<file path="src/rtl/adder_pipelined_pkg.sv">
// adder_pipelined_pkg
// Shared definitions for the pipelined adder/subtractor:
//   DEF_WIDTH / DEF_SEG - default operand width and bits per carry segment
//   flags_t             - packed flag word in ALU flag-register order {n,z,c,v}
//   make_flags()        - builds the flag word from the final sum/carry bits
package adder_pipelined_pkg;

  localparam int DEF_WIDTH = 32;
  localparam int DEF_SEG   = 8;

  // Bit 3 = n, bit 2 = z, bit 1 = c, bit 0 = v.
  typedef struct packed {
    logic n;
    logic z;
    logic c;
    logic v;
  } flags_t;

  // Overflow: both addends share a sign and the result sign differs from it.
  function automatic flags_t make_flags(input logic sum_msb,
                                        input logic sum_zero,
                                        input logic carry_out,
                                        input logic a_msb,
                                        input logic b_eff_msb);
    flags_t f;
    f.n = sum_msb;
    f.z = sum_zero;
    f.c = carry_out;
    f.v = (a_msb == b_eff_msb) && (sum_msb != a_msb);
    return f;
  endfunction

endpackage

</file>
<file path="src/rtl/adder_seg.sv">
// adder_seg
// One pipeline stage of the segmented adder. Adds segment K of the operands
// with the incoming carry, then registers the operands, the partially built
// sum, the segment carry-out and a valid bit.
// Ports:
//   clk, reset           - clock, synchronous active-high reset
//   up_valid / up_ready  - upstream handshake (up_ready = this stage advances)
//   up_a, up_b, up_s     - operand a, effective operand b, sum bits done so far
//   up_c                 - carry into this segment
//   dn_valid / dn_ready  - downstream handshake
//   dn_a, dn_b, dn_s, dn_c - registered stage contents
//   load                 - this stage captures new data this cycle
//   nxt_s, nxt_c         - combinational sum/carry being captured
`ifndef MYDELAY
`define MYDELAY
`endif

module adder_seg
  import adder_pipelined_pkg::*;
#(
  parameter int WIDTH = DEF_WIDTH,
  parameter int SEG   = DEF_SEG,
  parameter int K     = 0
) (
  input  logic             clk,
  input  logic             reset,
  input  logic             up_valid,
  output logic             up_ready,
  input  logic [WIDTH-1:0] up_a,
  input  logic [WIDTH-1:0] up_b,
  input  logic [WIDTH-1:0] up_s,
  input  logic             up_c,
  output logic             dn_valid,
  input  logic             dn_ready,
  output logic [WIDTH-1:0] dn_a,
  output logic [WIDTH-1:0] dn_b,
  output logic [WIDTH-1:0] dn_s,
  output logic             dn_c,
  output logic             load,
  output logic [WIDTH-1:0] nxt_s,
  output logic             nxt_c
);

  localparam int LO = K * SEG;

  logic [SEG:0]     seg_add;
  logic             valid_reg;
  logic [WIDTH-1:0] a_reg;
  logic [WIDTH-1:0] b_reg;
  logic [WIDTH-1:0] s_reg;
  logic             c_reg;

  assign seg_add = {1'b0, up_a[LO +: SEG]} + {1'b0, up_b[LO +: SEG]}
                 + {{SEG{1'b0}}, up_c};

  // Bits of up_s at and above this segment are still zero, so OR-ing the
  // shifted segment result in completes this slice of the sum.
  assign nxt_s = up_s | (WIDTH'(seg_add[SEG-1:0]) << LO);
  assign nxt_c = seg_add[SEG];

  // Advance when empty or when the downstream stage takes our contents.
  assign up_ready = !valid_reg || dn_ready;
  assign load     = up_ready && up_valid;

  always_ff @(posedge clk) begin
    if (reset) begin
      valid_reg <= `MYDELAY 1'b0;
      a_reg     <= `MYDELAY '0;
      b_reg     <= `MYDELAY '0;
      s_reg     <= `MYDELAY '0;
      c_reg     <= `MYDELAY 1'b0;
    end else begin
      if (up_ready) begin
        valid_reg <= `MYDELAY up_valid;
      end
      if (load) begin
        a_reg <= `MYDELAY up_a;
        b_reg <= `MYDELAY up_b;
        s_reg <= `MYDELAY nxt_s;
        c_reg <= `MYDELAY nxt_c;
      end
    end
  end

  assign dn_valid = valid_reg;
  assign dn_a     = a_reg;
  assign dn_b     = b_reg;
  assign dn_s     = s_reg;
  assign dn_c     = c_reg;

endmodule

</file>
<file path="src/rtl/adder_pipelined.sv">
// adder_pipelined
// Pipelined two's-complement adder/subtractor with N/Z/C/V flags.
// sum = a + (sub ? ~b : b) + (cin ^ sub), one SEG-bit carry segment per
// stage, WIDTH/SEG stages, one result per cycle, valid/ready on both sides.
// Ports:
//   clk, reset            - clock, synchronous active-high reset
//   in_valid / in_ready   - operand handshake
//   a, b, cin, sub        - operands, carry-in, subtract select
//   out_valid / out_ready - result handshake
//   sum, n, z, c, v       - result and flags (held while stalled)
`ifndef MYDELAY
`define MYDELAY
`endif

module adder_pipelined
  import adder_pipelined_pkg::*;
#(
  parameter int WIDTH = DEF_WIDTH,
  parameter int SEG   = DEF_SEG
) (
  input  logic             clk,
  input  logic             reset,
  input  logic             in_valid,
  output logic             in_ready,
  input  logic [WIDTH-1:0] a,
  input  logic [WIDTH-1:0] b,
  input  logic             cin,
  input  logic             sub,
  output logic             out_valid,
  input  logic             out_ready,
  output logic [WIDTH-1:0] sum,
  output logic             n,
  output logic             z,
  output logic             c,
  output logic             v
);

  localparam int STAGES = WIDTH / SEG;
  localparam int LAST   = STAGES - 1;

  // Element 0 is the stage-0 input, element k+1 the registers of stage k.
  logic             vld_w [0:STAGES];
  logic [WIDTH-1:0] a_w   [0:STAGES];
  logic [WIDTH-1:0] b_w   [0:STAGES];
  logic [WIDTH-1:0] s_w   [0:STAGES];
  logic             c_w   [0:STAGES];

  logic             rdy_up_w [0:STAGES-1];
  logic             ld_w     [0:STAGES-1];
  logic [WIDTH-1:0] nxt_s_w  [0:STAGES-1];
  logic             nxt_c_w  [0:STAGES-1];
  logic [STAGES-1:0] rdy_dn;

  flags_t flags_reg;

  assign vld_w[0] = in_valid;
  assign a_w[0]   = a;
  assign b_w[0]   = sub ? ~b : b;
  assign s_w[0]   = '0;
  assign c_w[0]   = cin ^ sub;

  // Downstream-ready for stage k, flattened: the output is taken, or some
  // later stage is empty and so absorbs the shift. Built from valid bits
  // only, so the chain never feeds back on itself.
  always_comb begin
    rdy_dn = '0;
    for (int k = 0; k < STAGES; k++) begin
      rdy_dn[k] = out_ready;
      for (int j = k + 1; j < STAGES; j++) begin
        if (!vld_w[j+1]) begin
          rdy_dn[k] = 1'b1;
        end
      end
    end
  end

  generate
    for (genvar gi = 0; gi < STAGES; gi++) begin : g_seg
      adder_seg #(
        .WIDTH (WIDTH),
        .SEG   (SEG),
        .K     (gi)
      ) u_seg (
        .clk      (clk),
        .reset    (reset),
        .up_valid (vld_w[gi]),
        .up_ready (rdy_up_w[gi]),
        .up_a     (a_w[gi]),
        .up_b     (b_w[gi]),
        .up_s     (s_w[gi]),
        .up_c     (c_w[gi]),
        .dn_valid (vld_w[gi+1]),
        .dn_ready (rdy_dn[gi]),
        .dn_a     (a_w[gi+1]),
        .dn_b     (b_w[gi+1]),
        .dn_s     (s_w[gi+1]),
        .dn_c     (c_w[gi+1]),
        .load     (ld_w[gi]),
        .nxt_s    (nxt_s_w[gi]),
        .nxt_c    (nxt_c_w[gi])
      );
    end
  endgenerate

  // Flags are captured alongside the last stage's sum so they stay aligned
  // with it and hold while the consumer stalls.
  always_ff @(posedge clk) begin
    if (reset) begin
      flags_reg <= `MYDELAY '0;
    end else if (ld_w[LAST]) begin
      flags_reg <= `MYDELAY make_flags(nxt_s_w[LAST][WIDTH-1],
                                       nxt_s_w[LAST] == '0,
                                       nxt_c_w[LAST],
                                       a_w[LAST][WIDTH-1],
                                       b_w[LAST][WIDTH-1]);
    end
  end

  assign in_ready  = rdy_up_w[0];
  assign out_valid = vld_w[STAGES];
  assign sum       = s_w[STAGES];
  assign n         = flags_reg.n;
  assign z         = flags_reg.z;
  assign c         = flags_reg.c;
  assign v         = flags_reg.v;

endmodule

</file>
<file path="config.mk">
export PLATFORM = sky130hd
export DESIGN_NAME = adder_pipelined
export DESIGN_NICKNAME = d
export VERILOG_FILES = /design/src/rtl/adder_pipelined_pkg.sv /design/src/rtl/adder_seg.sv /design/src/rtl/adder_pipelined.sv
export SDC_FILE = /design/constraint.sdc
export NUM_CORES = 1
export LEC_CHECK = 0
export ABC_AREA = 1
export CAP_MARGIN = 0
export CORE_ASPECT_RATIO = 2
export CORE_MARGIN = 2
export CORE_UTILIZATION = 50
export CTS_CLUSTER_DIAMETER = 120
export DETAILED_ROUTE_END_ITERATION = 8
export GPL_TIMING_DRIVEN = 0
export PLACE_DENSITY_LB_ADDON = 0.15
export SETUP_SLACK_MARGIN = 0.4
export SKIP_LAST_GASP = 1
export SLEW_MARGIN = 5
export SYNTH_ARGS = -nofsm -noshare
export SYNTH_HDL_FRONTEND = slang
export SYNTH_HIERARCHICAL = 1
export SYNTH_SLANG_ARGS = --single-unit
</file>
<file path="constraint.sdc">
create_clock -name clk -period 2.8 [get_ports clk]
set_input_delay 0.7 -clock clk [delete_from_list [all_inputs] [get_ports clk]]
set_output_delay 0.7 -clock clk [all_outputs]
set_load 0.01 [all_outputs]
</file>
==> results_dict.tcl, run 1 <==
set metrics [dict create \
    outcome "finished, final reports clean" \
    tritoncts_clock_tree "done" \
    grt_first_pass_wirelength_mm 41.1 \
    power.share.sequential 0.483 \
    internal_power_contribution_mw 5.68 \
    finalCritPeriodShare 0.859 \
    yosysWarnings 6 \
    syn-instance-count 1442 \
    hold_path.startpoint "c" \
    max_cap_violations 0 \
    max-slew-margin-rel 0.208 \
    share_of_cells_above_drive_strength_1 0.108 \
    min_delay_worst_endpoint "c" \
    worst-slew-pin-transition_ps 1190 \
    ff2ff_path_depth 15 \
    max_clock_freq_mhz 416 \
    path_class_of_the_lowest_slack_min_delay_path "reg -> reg" \
    core_area_um2 21000 \
    first_iter_violations 302 \
    largest_net_degree_at_the_start_of_global_routing 20 \
    n_antenna_cell 0 \
    die_w_um 108 \
    setup-violations-final 0 \
    crit_slowest_cell "sky130_fd_sc_hd__fa_2" \
    largest_register_ffs 128 \
    p_clk_frac 0.371 \
    worstHoldPathCells 2 \
    port_buffer_cells 106 \
    netSwitchingFraction 0.253 \
    hold_viol_final 0 \
    setup.reg_to_reg.worst_slack_ps 390 \
    startpoint_type "register" \
    worst_r2r_endpoint "z" \
    clk_pin_slew_ps 70 \
    cts_num_sinks 235 \
    powerDensity_nw_per_um2 585 \
    cp_max_fo 3 \
    clk_root_buffer_cell "sky130_fd_sc_hd__clkbuf_16" \
    floorplan.initialDensity 0.511 \
    net-switching-power_mw 1.92 \
    worst_r2r_startpoint "g_seg[2].u_seg/dn_a[24]" \
    post_route_total_power_mw 7.60 \
    vias 9092 \
    cpPeakStageDelay_ps 420 \
    finalWeightedCongestion 0.897 \
    overflow 0 \
    post_synth.cell_area_avg_um2 7.45 \
    crit_required_ps 3220 \
    grt_antenna_before_repair 0 \
    drt-vias-per-instance 4.82 \
    clk_path_buf_depth 3 \
    final_nets 1711 \
    grt_setup_unrepaired "yes" \
    detail_route.wirelength_mm 25.1 \
    count_of_standard_cell_rows 75 \
    timing.critical_path.cells "fa_2 -> fa_2 -> nand2_2 -> nand3_2 -> nand3b_1 -> nand2_1 -> nand2_1 -> nand3_1 -> inv_1 -> nand2_1 -> nor2_1 -> nand2_1 -> nor2_1 -> nand2_1 -> a21oi_2" \
    clock_skews_ps 10.0 \
    die_h_um 211 \
    timing.critical_path.max_delay_family "simple AND/OR/NAND/NOR gates" \
    routedWlPerCell_um 13.3 \
    postCtsHoldBufs 0 \
    worst-endpoint-arrival_ps 2830 \
    die_footprint_um2 22800 \
    critical_path.n_buffers_inverters 1 \
    vdd_ir_drop_max_v 0.000415 \
    critPathCaptureType "register" \
    cell_repeated_most_along_the_worst_path "sky130_fd_sc_hd__nand2_1" \
    synth.cell_area_um2 10700 \
    global_route.usage.total 0.224 \
    detail_route.drc_violations 0 \
    combPwrFrac 0.146 \
    flow.area_growth_from_synthesis_pct 20.9 \
    power_leakage_nw 5.98 \
    timing_max_transition_violations_final 0 \
    dr.pass1.iters 5 \
    boundaryPins 108 \
    timing.hold.ws_ps 471 \
    timing.setup.critical_path_class "reg -> reg" \
    vias_in_the_first_global_route 8747 \
    number_of_buffers_created_by_cts 21 \
    ctsHtreeMaxLevel 1 \
    clock_latency_ps 500 \
    dp_hpwl_mm 19.4 \
    min_period_ps 2410 \
    number_of_nets_with_antenna_violations_after_routing 0 \
]
-- power groups by stage --
stage / registers, mW / logic, mW / clock network (mW)
6_report: 3.67 / 1.11 / 2.82
5_1_grt: 3.69 / 1.26 / 3.01
4_1_cts: 3.67 / 1.11 / 2.89
3_5_place_dp: 3.74 / 1.10 / 0
3_3_place_gp: 3.74 / 1.08 / 0
2_1_floorplan: 3.71 / 0.753 / 0
-- worst max path at each step --
stage / depth (start not counted) / end / from / slack, ps
after floorplan: 13 / g_seg[0].u_seg/dn_s[6] / sub / 340
after global placement: 6 / g_seg[0].u_seg/dn_b[23] / reset / -150
after detailed placement: 6 / g_seg[0].u_seg/dn_b[17] / reset / -200
after CTS: 15 / z / g_seg[2].u_seg/dn_c / 400
after global routing: 15 / z / g_seg[2].u_seg/dn_a[24] / 270
final: 15 / z / g_seg[2].u_seg/dn_a[24] / 390
-- what timing repair did --
action | 4_1_cts | 5_1_grt
endpoints found under the setup margin | 13 | 3
pin swaps | 4 | 4
gates resized for setup | 9 | 6
setup buffers | 3 | 0
-- layout make-up --
class                      count  area (um^2)
sequential                   235         4710
tap                          269          337
clock inverter                 3         40.0
clock buffer                  31          623
timing repair buffer         109         1080
buffer                       124          825
multi-input combinational   1022         5030
fill                        1971         8030
inverter                      92          350
-- worst min-delay path, stage by stage, from the launching register on --
cell	delay [ps]
sky130_fd_sc_hd__dfxtp_1	310
sky130_fd_sc_hd__nand2_1	60
sky130_fd_sc_hd__a21oi_1	50
-- routing by layer --
layer,track usage,vias up,part of all wire
li1,-,4817,-
met1,0.245,4034,0.39
met2,0.427,180,0.53
met3,0.0172,61,0.031
met4,0.105,0,0.045
met5,0,-,0
-- cells in the final DEF (no fill, tap or decap), drive strengths merged --
cell type,instances
buf,93
nand3,42
o21bai,6
dlymetal6s2s,1
dlygate4sd2,1
conb,32
clkdlybuf4s50,103
dfxtp,235
nand4,9
inv,92
nor3,1
or2,13
bufinv,1
xor2,33
and2,1
clkbuf,66
o21ai,225
nand3b,10
a31oi,2
a21oi,22
nor2,478
nand2,108
clkinv,2
fa,8
ha,28
o21a,4
-- through the flow --
step           area, um^2  TNS, ps  setup WS (ps)  cells   util
4_1_cts             13000        0            395   1885  0.617
3_5_place_dp        12300    -7230           -196   1848  0.585
5_1_grt             13000        0            271   1885  0.618
3_3_place_gp        12300    -4240           -151   1848  0.585
2_1_floorplan       10900        0            339   1473      -
6_report            13000        0            394   1885  0.618
No activity file was read; power rests on OpenSTA's default activity.
==> run 2, diff against run 1 <==
SKIP_CTS_REPAIR_TIMING = 1   (was not set)
==> results_dict.tcl, run 2 (same netlist as run 1, synthesis figures left out) <==
set metrics [dict create \
    setup-violations-final 0 \
    floorplan.initialDensity 0.511 \
    timing.critical_path.max_delay_family "buffers and inverters" \
    cell_repeated_most_along_the_worst_path "sky130_fd_sc_hd__inv_1" \
    largest_net_degree_at_the_start_of_global_routing 20 \
    finalWeightedCongestion 0.897 \
    timing.setup.critical_path_class "in -> out" \
    final_area_um2 13000 \
    drt-vias-per-instance 4.81 \
    detail_route.drc_violations 0 \
    critPathCaptureType "output pin" \
    largest_register_ffs 128 \
    startpoint_type "primary input" \
    final_cell_mix "sky130_fd_sc_hd__nor2_1, sky130_fd_sc_hd__dfxtp_1, sky130_fd_sc_hd__o21ai_0" \
    timing.critical_path.cells "clkdlybuf4s50_1 -> inv_1 -> nand4_1 -> inv_1 -> nand2_1 -> dlymetal6s2s_1" \
    critical_path.n_buffers_inverters 4 \
    placedInstanceArea_um2 12300 \
    clk_root_buffer_cell "sky130_fd_sc_hd__clkbuf_16" \
    final_nets 1710 \
    max_cap_violations 0 \
    cp_max_fo 3 \
    flow.area_growth_from_synthesis_pct 20.9 \
    net-switching-power_mw 1.92 \
    netSwitchingFraction 0.253 \
    number_of_buffers_created_by_cts 21 \
    die_footprint_um2 22800 \
    die_h_um 211 \
    timing_max_transition_violations_final 0 \
    cpPeakStageDelay_ps 450 \
    internal_power_contribution_mw 5.68 \
    path_class_of_the_lowest_slack_min_delay_path "reg -> reg" \
    n_fill_cell 1969 \
    core_area_um2 21000 \
    dp_hpwl_mm 19.4 \
    worst-endpoint-arrival_ps 1790 \
    first_iter_violations 351 \
    clock_latency_ps 500 \
    power.share.sequential 0.483 \
    vias_in_the_first_global_route 8735 \
    p_clk_frac 0.371 \
    cts_num_sinks 235 \
    tritoncts_clock_tree "done" \
    routedWlPerCell_um 13.3 \
    grt_first_pass_wirelength_mm 41.1 \
    number_of_nets_with_antenna_violations_after_routing 0 \
    hold_viol_final 0 \
    die_w_um 108 \
    clk_path_buf_depth 3 \
    boundaryPins 108 \
    outcome "finished, final reports clean" \
    max_clock_freq_mhz 401 \
    detail_route.wirelength_mm 25.0 \
    dr.pass1.iters 5 \
    fin_util 0.618 \
    power_leakage_nw 5.98 \
    min_period_ps 2490 \
    finalCritPeriodShare 0.890 \
    clock_skews_ps 10.2 \
    n_antenna_cell 0 \
    setup.reg_to_reg.worst_slack_ps 400 \
    crit_slowest_cell "sky130_fd_sc_hd__clkdlybuf4s50_1" \
    crit_required_ps 2100 \
    share_of_cells_above_drive_strength_1 0.105 \
    vdd_ir_drop_max_v 0.000414 \
    vias 9056 \
    ctsHtreeMaxLevel 1 \
    port_buffer_cells 106 \
    global_route.usage.total 0.224 \
    mostFrequentLayoutCell "sky130_fd_sc_hd__nor2_1" \
    worst-slew-pin-transition_ps 1200 \
    overflow 0 \
    combPwrFrac 0.146 \
    max-slew-margin-rel 0.196 \
    grt_antenna_before_repair 0 \
    count_of_standard_cell_rows 75 \
    grt_setup_unrepaired "yes" \
    powerDensity_nw_per_um2 585 \
    clk_pin_slew_ps 60 \
]
-- run 2: cell types whose count changed in the layout (fill, tap and decap cells not counted) --
| cell | delta |
|---|---|
| sky130_fd_sc_hd__inv_1 | +2 |
| sky130_fd_sc_hd__inv_2 | -2 |
| sky130_fd_sc_hd__buf_2 | -1 |
| sky130_fd_sc_hd__buf_4 | -1 |
| sky130_fd_sc_hd__clkdlybuf4s50_1 | +1 |
| sky130_fd_sc_hd__dlygate4sd2_1 | -1 |
| sky130_fd_sc_hd__dlymetal6s2s_1 | +1 |
| sky130_fd_sc_hd__nor2_1 | +1 |
| sky130_fd_sc_hd__nor2_2 | -1 |
-- run 2: final timing paths --
check | from | depth (start not counted) | end
setup / recovery | out_ready | 6 | in_ready
hold / removal | c | 2 | c
setup reg to reg | g_seg[2].u_seg/dn_c | 15 | z
hold reg to reg | c | 2 | c
-- run 2: worst register-to-register path: stages, from the launching register on --
cell and delay (ps):
sky130_fd_sc_hd__dfxtp_2 340, sky130_fd_sc_hd__fa_2 420, sky130_fd_sc_hd__fa_2 360, sky130_fd_sc_hd__nand2_2 90
sky130_fd_sc_hd__nand3_2 70, sky130_fd_sc_hd__nand3b_1 150, sky130_fd_sc_hd__nand2_1 70, sky130_fd_sc_hd__nand2_1 80
sky130_fd_sc_hd__nand3_1 70, sky130_fd_sc_hd__inv_1 50, sky130_fd_sc_hd__nand2_1 60, sky130_fd_sc_hd__nor2_1 120
sky130_fd_sc_hd__nand2_1 130, sky130_fd_sc_hd__nor2_1 110, sky130_fd_sc_hd__nand2_1 90, sky130_fd_sc_hd__a21oi_2 110
-- run 2: through the flow --
step / hold WS (ps) / setup WS (ps) / power [mW] / TNS (ps) / std cells
finish: 469 / 308 / 7.60 / 0 / 1884
CTS: 481 / -40.8 / 7.66 / -40.8 / 1882
detailed placement: 461 / -196 / 4.84 / -7230 / 1848
floorplan: 446 / 339 / 4.47 / 0 / 1473
global route: 494 / 264 / 7.96 / 0 / 1884
global placement: 449 / -151 / 4.82 / -4240 / 1848
-- run 2: metal layers --
metal,up-vias,share of wire,global-route usage
li1,4813,-,-
met1,4005,0.39,0.245
met2,179,0.53,0.426
met3,59,0.033,0.0172
met4,0,0.044,0.106
met5,-,0,0
-- run 2: area by class of cell --
cell class	count	area, um^2	area share
Inverter	92	350	0.0270
Sequential cell	235	4710	0.362
Tap cell	269	337	0.0259
Clock inverter	3	40.0	0.00308
Buffer	124	825	0.0635
Clock buffer	31	623	0.0480
Multi-Input combinational cell	1022	5030	0.387
Timing Repair Buffer	108	1080	0.0832
-- run 2: power groups by stage --
| stage | Combinational, mW | Sequential, mW | Clock [mW] |
|---|---|---|---|
| 4_1_cts | 1.11 | 3.67 | 2.89 |
| 6_report | 1.11 | 3.67 | 2.82 |
| 2_1_floorplan | 0.753 | 3.71 | 0 |
| 3_5_place_dp | 1.10 | 3.74 | 0 |
| 3_3_place_gp | 1.08 | 3.74 | 0 |
| 5_1_grt | 1.26 | 3.69 | 3.01 |
